### src/rtl/debounce_edge_detect_pkg.sv
// Shared definitions for the debounce / edge-detect block:
// FSM state encoding and the default parameter values.
package debounce_edge_detect_pkg;

  typedef enum logic [1:0] {
    IDLE_LO = 2'd0,
    CHK_HI  = 2'd1,
    IDLE_HI = 2'd2,
    CHK_LO  = 2'd3
  } state_t;

  localparam int DEF_SYNC_STAGES = 2;
  localparam int DEF_DB_CYCLES   = 4;
  localparam int DEF_EVT_W       = 8;

endpackage

### src/rtl/debounce_edge_detect_if.sv
// Signal bundle for the debounce block. The master side drives the raw
// input and the counter clear. The slave side (the block) returns the
// clean level, the edge pulses and the event counter.
interface debounce_edge_detect_if #(
  parameter int EVT_W = 8
);
  logic             D_IN;
  logic             CLR_CNT;
  logic             LEVEL;
  logic             RISE;
  logic             FALL;
  logic [EVT_W-1:0] EVT_CNT;
  logic             OVF;

  modport master (
    output D_IN, CLR_CNT,
    input  LEVEL, RISE, FALL, EVT_CNT, OVF
  );

  modport slave (
    input  D_IN, CLR_CNT,
    output LEVEL, RISE, FALL, EVT_CNT, OVF
  );
endinterface

### src/rtl/debounce_edge_detect_sync_dff_chain.sv
// SYNC_STAGES-deep D-FF chain that brings an asynchronous input into the
// CLK domain. The chain has an async active-low reset, so every stage
// clears to 0 at once.
module sync_dff_chain #(
  parameter int SYNC_STAGES = 2
) (
  input  logic CLK,
  input  logic RESET,
  input  logic i_d,
  output logic o_q
);

  logic [SYNC_STAGES-1:0] r_sync;

  // Shift the raw input through the chain; stage 0 is the only D_IN sampler
  always_ff @(posedge CLK or negedge RESET) begin
    if (!RESET) r_sync <= '0;
    else        r_sync <= {r_sync[SYNC_STAGES-2:0], i_d};
  end

  assign o_q = r_sync[SYNC_STAGES-1];

endmodule

### src/rtl/debounce_edge_detect.sv
// Input conditioner. It synchronises a raw bouncing input, then debounces
// it with a four-state FSM. Outputs are a registered clean level,
// one-cycle rise/fall pulses and a saturating rise counter with a
// sticky overflow flag.
module debounce_edge_detect
  import debounce_edge_detect_pkg::*;
#(
  parameter int SYNC_STAGES = DEF_SYNC_STAGES,
  parameter int DB_CYCLES   = DEF_DB_CYCLES,
  parameter int EVT_W       = DEF_EVT_W
) (
  input  logic CLK,
  input  logic RESET,
  debounce_edge_detect_if.slave bus
);

  localparam int CW = $clog2(DB_CYCLES + 1);
  localparam logic [CW-1:0] CNT_LAST = CW'(DB_CYCLES - 1);

  logic             w_s;
  logic             w_rise_evt;
  state_t           r_state;
  logic [CW-1:0]    r_cnt;
  logic             r_level;
  logic             r_rise;
  logic             r_fall;
  logic [EVT_W-1:0] r_evt_cnt;
  logic             r_ovf;

  sync_dff_chain #(.SYNC_STAGES(SYNC_STAGES)) u_sync (
    .CLK   (CLK),
    .RESET (RESET),
    .i_d   (bus.D_IN),
    .o_q   (w_s)
  );

  // The counter sees the same edge that sets RISE, so both update together.
  assign w_rise_evt = (r_state == CHK_HI) && w_s && (r_cnt == CNT_LAST);

  // Debounce FSM: a new level needs DB_CYCLES consecutive equal samples.
  // The first of those samples is counted on entry to the CHK state.
  always_ff @(posedge CLK or negedge RESET) begin
    if (!RESET) begin
      r_state <= IDLE_LO;
      r_cnt   <= '0;
      r_level <= 1'b0;
      r_rise  <= 1'b0;
      r_fall  <= 1'b0;
    end else begin
      r_rise <= 1'b0;
      r_fall <= 1'b0;
      case (r_state)
        IDLE_LO: if (w_s) begin
          r_state <= CHK_HI;
          r_cnt   <= CW'(1);
        end
        CHK_HI: begin
          if (!w_s) begin
            r_state <= IDLE_LO;
            r_cnt   <= '0;
          end else if (r_cnt == CNT_LAST) begin
            r_state <= IDLE_HI;
            r_cnt   <= '0;
            r_level <= 1'b1;
            r_rise  <= 1'b1;
          end else begin
            r_cnt <= r_cnt + CW'(1);
          end
        end
        IDLE_HI: if (!w_s) begin
          r_state <= CHK_LO;
          r_cnt   <= CW'(1);
        end
        CHK_LO: begin
          if (w_s) begin
            r_state <= IDLE_HI;
            r_cnt   <= '0;
          end else if (r_cnt == CNT_LAST) begin
            r_state <= IDLE_LO;
            r_cnt   <= '0;
            r_level <= 1'b0;
            r_fall  <= 1'b1;
          end else begin
            r_cnt <= r_cnt + CW'(1);
          end
        end
        default: begin
          r_state <= IDLE_LO;
          r_cnt   <= '0;
        end
      endcase
    end
  end

  // Rise counter: it saturates at all-ones and sets a sticky OVF.
  // A clear on the same edge as a rise keeps that rise, so the count becomes 1.
  always_ff @(posedge CLK or negedge RESET) begin
    if (!RESET) begin
      r_evt_cnt <= '0;
      r_ovf     <= 1'b0;
    end else if (bus.CLR_CNT) begin
      r_evt_cnt <= w_rise_evt ? EVT_W'(1) : '0;
      r_ovf     <= 1'b0;
    end else if (w_rise_evt) begin
      if (&r_evt_cnt) r_ovf     <= 1'b1;
      else            r_evt_cnt <= r_evt_cnt + EVT_W'(1);
    end
  end

  assign bus.LEVEL   = r_level;
  assign bus.RISE    = r_rise;
  assign bus.FALL    = r_fall;
  assign bus.EVT_CNT = r_evt_cnt;
  assign bus.OVF     = r_ovf;

endmodule

### src/flat_wrapper.sv
// flat-port wrapper written by rule: the top's interface ports become plain ports
module debounce_edge_detect_flat import debounce_edge_detect_pkg::*;
#(
  parameter int SYNC_STAGES = DEF_SYNC_STAGES,
  parameter int DB_CYCLES   = DEF_DB_CYCLES,
  parameter int EVT_W       = DEF_EVT_W
)
  (CLK, RESET, bus_D_IN, bus_CLR_CNT, bus_LEVEL, bus_RISE, bus_FALL, bus_EVT_CNT, bus_OVF);
  debounce_edge_detect_if #(.EVT_W(EVT_W)) bus_i ();
  input  logic CLK;
  input  logic RESET;
  input wire logic [$bits(bus_i.D_IN)-1:0] bus_D_IN;
  input wire logic [$bits(bus_i.CLR_CNT)-1:0] bus_CLR_CNT;
  output wire logic [$bits(bus_i.LEVEL)-1:0] bus_LEVEL;
  output wire logic [$bits(bus_i.RISE)-1:0] bus_RISE;
  output wire logic [$bits(bus_i.FALL)-1:0] bus_FALL;
  output wire logic [$bits(bus_i.EVT_CNT)-1:0] bus_EVT_CNT;
  output wire logic [$bits(bus_i.OVF)-1:0] bus_OVF;
  assign bus_i.D_IN = bus_D_IN;
  assign bus_i.CLR_CNT = bus_CLR_CNT;
  assign bus_LEVEL = bus_i.LEVEL;
  assign bus_RISE = bus_i.RISE;
  assign bus_FALL = bus_i.FALL;
  assign bus_EVT_CNT = bus_i.EVT_CNT;
  assign bus_OVF = bus_i.OVF;
  debounce_edge_detect #(.SYNC_STAGES(SYNC_STAGES), .DB_CYCLES(DB_CYCLES), .EVT_W(EVT_W)) u_core (.CLK(CLK), .RESET(RESET), .bus(bus_i));
endmodule
### config.mk
export PLATFORM = sky130hd
export DESIGN_NAME = debounce_edge_detect_flat
export DESIGN_NICKNAME = d
export VERILOG_FILES = /design/src/rtl/debounce_edge_detect_pkg.sv /design/src/rtl/debounce_edge_detect_if.sv /design/src/rtl/debounce_edge_detect_sync_dff_chain.sv /design/src/rtl/debounce_edge_detect.sv /design/src/flat_wrapper.sv
export SDC_FILE = /design/constraint.sdc
export NUM_CORES = 1
export LEC_CHECK = 0
export CAP_MARGIN = 15
export CORE_ASPECT_RATIO = 1.25
export CORE_MARGIN = 5
export CORE_UTILIZATION = 45
export CTS_CLUSTER_SIZE = 28
export DETAILED_ROUTE_END_ITERATION = 12
export PLACE_DENSITY = 0.71
export SETUP_SLACK_MARGIN = 0.2
export SLEW_MARGIN = 20
export SYNTH_ARGS = -nofsm -noshare
export SYNTH_HDL_FRONTEND = slang
export SYNTH_SLANG_ARGS = --single-unit
### constraint.sdc
create_clock -name CLK -period 1.9 [get_ports CLK]
set_input_delay 0.38 -clock CLK [delete_from_list [all_inputs] [get_ports CLK]]
set_output_delay 0.38 -clock CLK [all_outputs]
set_load 0.01 [all_outputs]
==> qor.csv, run 1 <==
stage;metric;value;unit
outcome;status;finished clean;
final_layout;FILL cells;160;
final_layout;Total Nets Final;121;
clock_tree;CTS hold repair buffers;0;
final_layout;design area;1210;µm²
setup_path;CP startpoint;u_core.r_cnt[0]$_DFFE_PN0P_;
floorplanning;core area;1790;µm²
global_route;gr usage total;12.9;%
yosys;Ys Warns;0;
pwr;worst vdd ir;859;µV
routing;Routed met1 length;841;µm
global_route;largest net degree at the start of global routing;20;
timing;Final Hold Viols;0;
pwr;power per cell area;834;nW/µm²
timing;setup TNS;0;ns
clock_tree;CTS tree;built;
hold_path;Hold Path Origin;u_core.u_sync.r_sync[0]$_DFF_PN0_;
yosys;largest area contributor in the synthesized netlist;dfrtp_1;
timing;Max Clock Skew;0.000993;ns
setup_path;WS Path Type;reg -> reg;
routing;number of DRC markers in iteration 0;13;
setup_path;Crit path arrival time;1.93;ns
floorplanning;die height;58.7;µm
timing;Worst Tran Pin Value;0.384;ns
yosys;synthesized area;852;µm²
final_layout;Layout Area Growth over Synthesis;42.6;%
place;routability cong.;0.764;
final_layout;layout cells sized above 1;27.2;%
routing;post-route ant nets;0;
yosys;count of mapped cells out of synthesis;81;
yosys;top cell type's share of synthesized area;55.8;%
yosys;largest cells by area after synthesis;dfrtp_1, a21oi_1, o21ai_0;
routing;met2 routed WL;927;µm
routing;Vias per Instance;5.57;
routing;via count;741;
routing;drt wl/cell;14.2;µm
routing;Post-route DRC;0;
routing;DRT Wirelength;1.88;mm
yosys;Seq/Total Area, Yosys;55.8;%
routing;max layer used;met4;
setup_path;critical path, cell by cell;ha_4 > and3b_2 > o2111ai_4 > or4_4 > a21oi_2;
final_layout;Antenna diodes;0;
setup_path;Startpoint Class;flop;
setup_path;Worst EP required;2.12;ns
timing;post-route clock period utilization;90.0;%
clock_tree;root buffer cell;clkbuf_4;
global_route;gr ovfl total;0;
yosys;library cells used by synthesis;24;
clock_tree;CTS sink cnt;19;
floorplanning;IO Pins;16;
timing;number of setup violations in the final report;0;
yosys;Seq cells post-synth;19;
pwr;Final Power;1.01;mW
floorplanning;die area;2870;µm²
global_route;first-pass GRT wire length;3.02;mm
final_layout;most frequent cells in the layout;dfrtp_1, clkdlybuf4s50_1, buf_4, nor2_1;
timing;Max Slew Vio Count;0;
final_layout;leading cell type in the layout, fill and taps excluded;dfrtp_1;
clock_tree;clk slew on worst S/H paths;0.11;ns
final_layout;final core utilization;68.0;%
routing;WL met3;101;µm
yosys;post-synth net total;87;
routing;DR pass1 iterations;4;
timing;post-route setup slack;0.191;ns
place;HPWL after DPL;1.13;mm
place;# port buffers;15;
place;Inst Count DP;115;
setup_path;critical path fanouts, max;8;
setup_path;CP peak stage delay;0.53;ns
timing;Hold Slack;0.362;ns
place;Area after DPL;1020;µm²
clock_tree;clock buffer depth;2;
timing;Worst slew margin;74.4;%
setup_path;Critical R2R Launch;u_core.r_cnt[0]$_DFFE_PN0P_;
floorplanning;starting density of the core;47.7;%
floorplanning;Horiz. Die Dim;48.9;µm
final_layout;Layout Cells excl Fill;133;
clock_tree;Num CTS Buffers;3;
clock_tree;H-tree depth;1;
timing;Max Clk Rate;585;MHz
timing;RSZ-0062 raised after global routing;true;
place;Setup WS pre-CTS;0.0978;ns
hold_path;Hold Crit Class;reg -> reg;
clock_tree;Clock Latency Late Sink;0.29;ns
global_route;vias in the first global route;698;
setup_path;Crit. End Element;flop;
setup_path;WP buf/inv;0;
yosys;syn avg cell area;10.5;µm²
flow_run;max-cap violations;0;
setup_path;CP max-delay cell;or4_4;
timing;Period minus WS final;1.71;ns
setup_path;Largest delay share family, worst path;simple AND/OR/NAND/NOR gates;
pwr;P_leak;0.499;nW
global_route;initial antenna violation count;0;
floorplanning;row cnt;17;
[cell type report]
class	count	area [µm²]	area share [%]
tap	19	23.8	1.96
clock inverter	1	5.00	0.412
inverter	4	15.0	1.24
sequential	19	478	39.3
clock buffer	3	22.5	1.85
timing repair buffer	31	274	22.6
multi-input combinational	56	397	32.6
[path summary, 6_finish.rpt]
path,endpoint,slack (ns),cells after the start
max reg2reg,u_core.bus.EVT_CNT[7]$_DFFE_PN0P_,0.19,5
min in group asynchronous,u_core.r_state[0]$_DFFE_PN0P_,0.40,2
max in group asynchronous,u_core.bus.EVT_CNT[2]$_DFFE_PN0P_,1.28,2
min,u_core.u_sync.r_sync[1]$_DFF_PN0_,0.36,0
max,u_core.bus.EVT_CNT[7]$_DFFE_PN0P_,0.19,5
min reg2reg,u_core.u_sync.r_sync[1]$_DFF_PN0_,0.36,0
[Yosys cell counts, drive strengths merged]
library cell	instances
a21oi	7
and2	1
and3b	1
buf	2
dfrtp	19
ha	2
inv	4
mux2i	2
nand2	6
nand2b	1
nand3	4
nand3b	2
nand4	1
nor2	8
nor3	2
o2111ai	1
o211ai	1
o21a	1
o21ai	6
o22ai	1
o31ai	3
or3	2
or4	3
xor2	1
[power by group]
| part | switching (mW) | total [mW] | internal (mW) |
|---|---|---|---|
| sequential | 0.0579 | 0.519 | 0.461 |
| clock | 0.128 | 0.206 | 0.0782 |
| combinational | 0.133 | 0.288 | 0.156 |
| total | 0.318 | 1.01 | 0.695 |
[sequential cells by signal (all words and copies together) (netlist names), named ones only]
register / cells
u_core.bus.EVT_CNT: 8
u_core.r_cnt: 3
u_core.u_sync.r_sync: 2
u_core.bus.FALL: 1
u_core.bus.LEVEL: 1
u_core.bus.OVF: 1
u_core.bus.RISE: 1
u_core.r_state: 1
[layer usage]
metal / up-vias / GRT usage [%]
met5: - / 0
met4: 0 / 3.46
met3: 2 / 2.28
met2: 18 / 23.7
met1: 364 / 15.4
li1: 357 / -
[worst register-to-register path: stages, from the launching register on]
cell and delay [ns]:
dfrtp_1 0.42, ha_4 0.16, and3b_2 0.23, o2111ai_4 0.16, or4_4 0.53, a21oi_2 0.15
[repair_timing]
item	4_1_cts	5_1_grt
setup buffers	2	12
setup endpoints to repair	7	10
pin swaps	0	2
endpoints found under the hold margin	0	0
resized for setup	7	6
[cells by family after synthesis]
group | count (synthesis) | synth area share (%)
AOI/OAI and AO/OA | 20 | 14.5
xor gates and xnor gates | 1 | 1.03
adders and majority gates | 2 | 2.94
buffers and inverters | 6 | 4.40
DFF | 19 | 55.8
muxes | 2 | 2.35
and+or+nand+nor | 31 | 18.9
No activity file was read; power rests on OpenSTA's default activity.
==> run 2: changes to the inputs <==
--- a/config.mk
+++ b/config.mk
@@ -6,12 +6,14 @@
 export NUM_CORES = 1
 export LEC_CHECK = 0
 export CAP_MARGIN = 15
+export CELL_PAD_IN_SITES_DETAIL_PLACEMENT = 1
+export CELL_PAD_IN_SITES_GLOBAL_PLACEMENT = 2
 export CORE_ASPECT_RATIO = 1.25
 export CORE_MARGIN = 5
-export CORE_UTILIZATION = 45
+export CORE_UTILIZATION = 31
 export CTS_CLUSTER_SIZE = 28
 export DETAILED_ROUTE_END_ITERATION = 12
-export PLACE_DENSITY = 0.71
+export PLACE_DENSITY = 0.85
 export SETUP_SLACK_MARGIN = 0.2
 export SLEW_MARGIN = 20
 export SYNTH_ARGS = -nofsm -noshare
==> run 2 against run 1 <==
  * Fmax rose by 2.3%
  * Core utilization fell by 22 points
  * Cell count increased by 11%
  * Critical path depth unchanged
  * Critical path type unchanged
  * Register-to-register slack improved by 0.04 ns
  * Sequential share of layout area is 0.062 points lower
  * Final area is 0.10% lower
  * Global-route usage down 2.5 points
  * Flip-flop and latch count unchanged
==> qor.csv, run 2 (synthesized netlist as in run 1, its figures left out) <==
stage;metric;value;unit;change
pwr;power share of the clock group;21.3;%;+1.0 points
routing;met2 routed WL;1.16;mm;+25%
global_route;initial antenna violation count;0;;unchanged
setup_path;critical path, cell by cell;ha_4 > and3b_2 > o2111ai_4 > or4_4 > a21oi_2;;
final_layout;layout cells sized above 1;24.6;%;-2.6 points
global_route;gr usage total;10.4;%;-2.5 points
pwr;Switching Fraction;31.4;%;about the same
place;Inst Count DP;133;;+16%
routing;via count;732;;-1.2%
timing;Worst Tran Pin Value;0.397;ns;+0.0136 ns
place;# port buffers;15;;unchanged
timing;post-route setup slack;0.229;ns;+0.0386 ns
timing;Max Clock Skew;0.00241;ns;+0.00141 ns
clock_tree;H-tree depth;1;;unchanged
clock_tree;Num CTS Buffers;3;;unchanged
clock_tree;clk slew on worst S/H paths;0.12;ns;about the same
pwr;Cell Int Power;0.671;mW;-3.5%
timing;number of setup violations in the final report;0;;unchanged
pwr;P_leak;0.530;nW;+6.3%
routing;number of DRC markers in iteration 0;15;;+2
clock_tree;root buffer cell;clkbuf_4;;
place;Setup WS pre-CTS;0.137;ns;+0.0396 ns
hold_path;Hold Crit Class;reg -> reg;;
place;routability cong.;0.716;;-6.2%
routing;drt wl/cell;14.1;µm;-0.59%
setup_path;Largest delay share family, worst path;simple AND/OR/NAND/NOR gates;;
setup_path;Startpoint Class;flop;;
setup_path;Worst EP required;2.12;ns;about the same
final_layout;FILL cells;305;;+91%
outcome;status;finished clean;;
setup_path;WS Path Type;reg -> reg;;
pwr;worst vdd ir;550;µV;-36%
floorplanning;core area;2650;µm²;+49%
timing;Final Hold Viols;0;;unchanged
routing;Vias per Instance;4.95;;-11%
place;HPWL after DPL;1.43;mm;+27%
clock_tree;CTS hold repair buffers;0;;unchanged
floorplanning;IO Pins;16;;unchanged
final_layout;Layout Area Growth over Synthesis;42.4;%;
routing;max layer used;met3;;
setup_path;WP buf/inv;0;;unchanged
routing;post-route ant nets;0;;unchanged
setup_path;Crit. End Element;flop;;
final_layout;final core utilization;45.7;%;-22 points
timing;Worst slew margin;73.4;%;-0.91 points
setup_path;CP peak stage delay;0.51;ns;-0.02 ns
setup_path;Crit path arrival time;1.89;ns;-0.04 ns
final_layout;Antenna diodes;0;;unchanged
routing;WL met3;86;µm;-15%
timing;post-route clock period utilization;87.9;%;-2.0 points
pwr;Final Power;0.978;mW;-3.5%
floorplanning;starting density of the core;32.1;%;-16 points
global_route;gr ovfl total;0;;unchanged
floorplanning;die area;3900;µm²;+36%
global_route;largest net degree at the start of global routing;20;;unchanged
clock_tree;clock buffer depth;2;;unchanged
global_route;first-pass GRT wire length;3.22;mm;+6.6%
pwr;power per cell area;806;nW/µm²;-3.4%
routing;Routed met1 length;834;µm;-0.83%
clock_tree;CTS tree;built;;
pwr;sequential power share;52.2;%;+1.0 points
final_layout;Total Nets Final;121;;unchanged
final_layout;Layout Cells excl Fill;148;;+11%
timing;setup TNS;0;ns;unchanged
routing;DRT Wirelength;2.08;mm;+11%
final_layout;design area;1210;µm²;-0.10%
clock_tree;CTS sink cnt;19;;unchanged
setup_path;CP max-delay cell;or4_4;;
final_layout;max reg flops;8;;unchanged
routing;DR pass1 iterations;4;;unchanged
place;Area after DPL;1060;µm²;+4.1%
global_route;vias in the first global route;702;;+0.57%
timing;Hold Slack;0.359;ns;-0.00283 ns
timing;Max Slew Vio Count;0;;unchanged
clock_tree;Clock Latency Late Sink;0.29;ns;about the same
final_layout;most frequent cells in the layout;dfrtp_1, buf_4, clkdlybuf4s50_1, nor2_1;;
pwr;share of total power in combinational logic;26.6;%;-1.8 points
final_layout;leading cell type in the layout, fill and taps excluded;dfrtp_1;;
setup_path;critical path fanouts, max;6;;-2
flow_run;max-cap violations;0;;unchanged
timing;Max Clk Rate;599;MHz;+2.3%
pwr;P_sw;0.307;mW;-3.4%
routing;Post-route DRC;0;;unchanged
floorplanning;row cnt;21;;+4
floorplanning;Horiz. Die Dim;56.9;µm;+16%
timing;Period minus WS final;1.67;ns;-0.0386 ns
floorplanning;die height;68.6;µm;+17%
timing;RSZ-0062 raised after global routing;true;;
## run 2: cell types whose count changed in the layout (fill, tap and decap cells not counted), sizes merged
cell,delta
dlymetal6s2s,+1
dlygate4sd2,+2
clkdlybuf4s50,-3
## run 2: area by class of cell
| type | instances | area [µm²] | area share [%] |
|---|---|---|---|
| inverters | 4 | 15.0 | 1.24 |
| multi-input cells | 56 | 378 | 31.1 |
| well taps | 34 | 42.5 | 3.51 |
| repair buffers | 31 | 274 | 22.6 |
| flip-flops and latches | 19 | 477 | 39.3 |
| clock buffers | 3 | 22.5 | 1.86 |
| clock inverters | 1 | 5.00 | 0.412 |
## run 2: final timing paths
path,cells after the start,start,endpoint,slack (ns)
worst max-delay path,5,u_core.r_cnt[1]$_DFFE_PN0P_,u_core.bus.EVT_CNT[7]$_DFFE_PN0P_,0.23
worst min-delay path,0,u_core.u_sync.r_sync[0]$_DFF_PN0_,u_core.u_sync.r_sync[1]$_DFF_PN0_,0.36
worst max register to register,5,u_core.r_cnt[1]$_DFFE_PN0P_,u_core.bus.EVT_CNT[7]$_DFFE_PN0P_,0.23
worst min register to register,0,u_core.u_sync.r_sync[0]$_DFF_PN0_,u_core.u_sync.r_sync[1]$_DFF_PN0_,0.36
max in group asynchronous,2,RESET,u_core.bus.EVT_CNT[2]$_DFFE_PN0P_,1.27
min in group asynchronous,2,RESET,u_core.bus.EVT_CNT[4]$_DFFE_PN0P_,0.41
## run 2: power groups by stage
stage | clock network, mW | logic (mW) | registers (mW)
after detailed placement | 0 | 0.224 | 0.514
after global routing | 0.240 | 0.293 | 0.521
final | 0.208 | 0.260 | 0.510
after global placement | 0 | 0.218 | 0.510
after floorplan | 0 | 0.128 | 0.515
after CTS | 0.220 | 0.249 | 0.503
## run 2: what timing repair did
item                                    CTS  global route
buffers inserted                          3             8
resized for setup                         6             6
endpoints found under the setup margin    8            10
gates cloned                              0             0
pin swaps                                 0             3
## run 2: per-layer routing
metal  track usage, %  vias to the layer above
met2             19.7                       12
met5                0                        -
met4             1.74                        0
li1                 -                      356
met3             2.42                        0
met1             12.1                      364
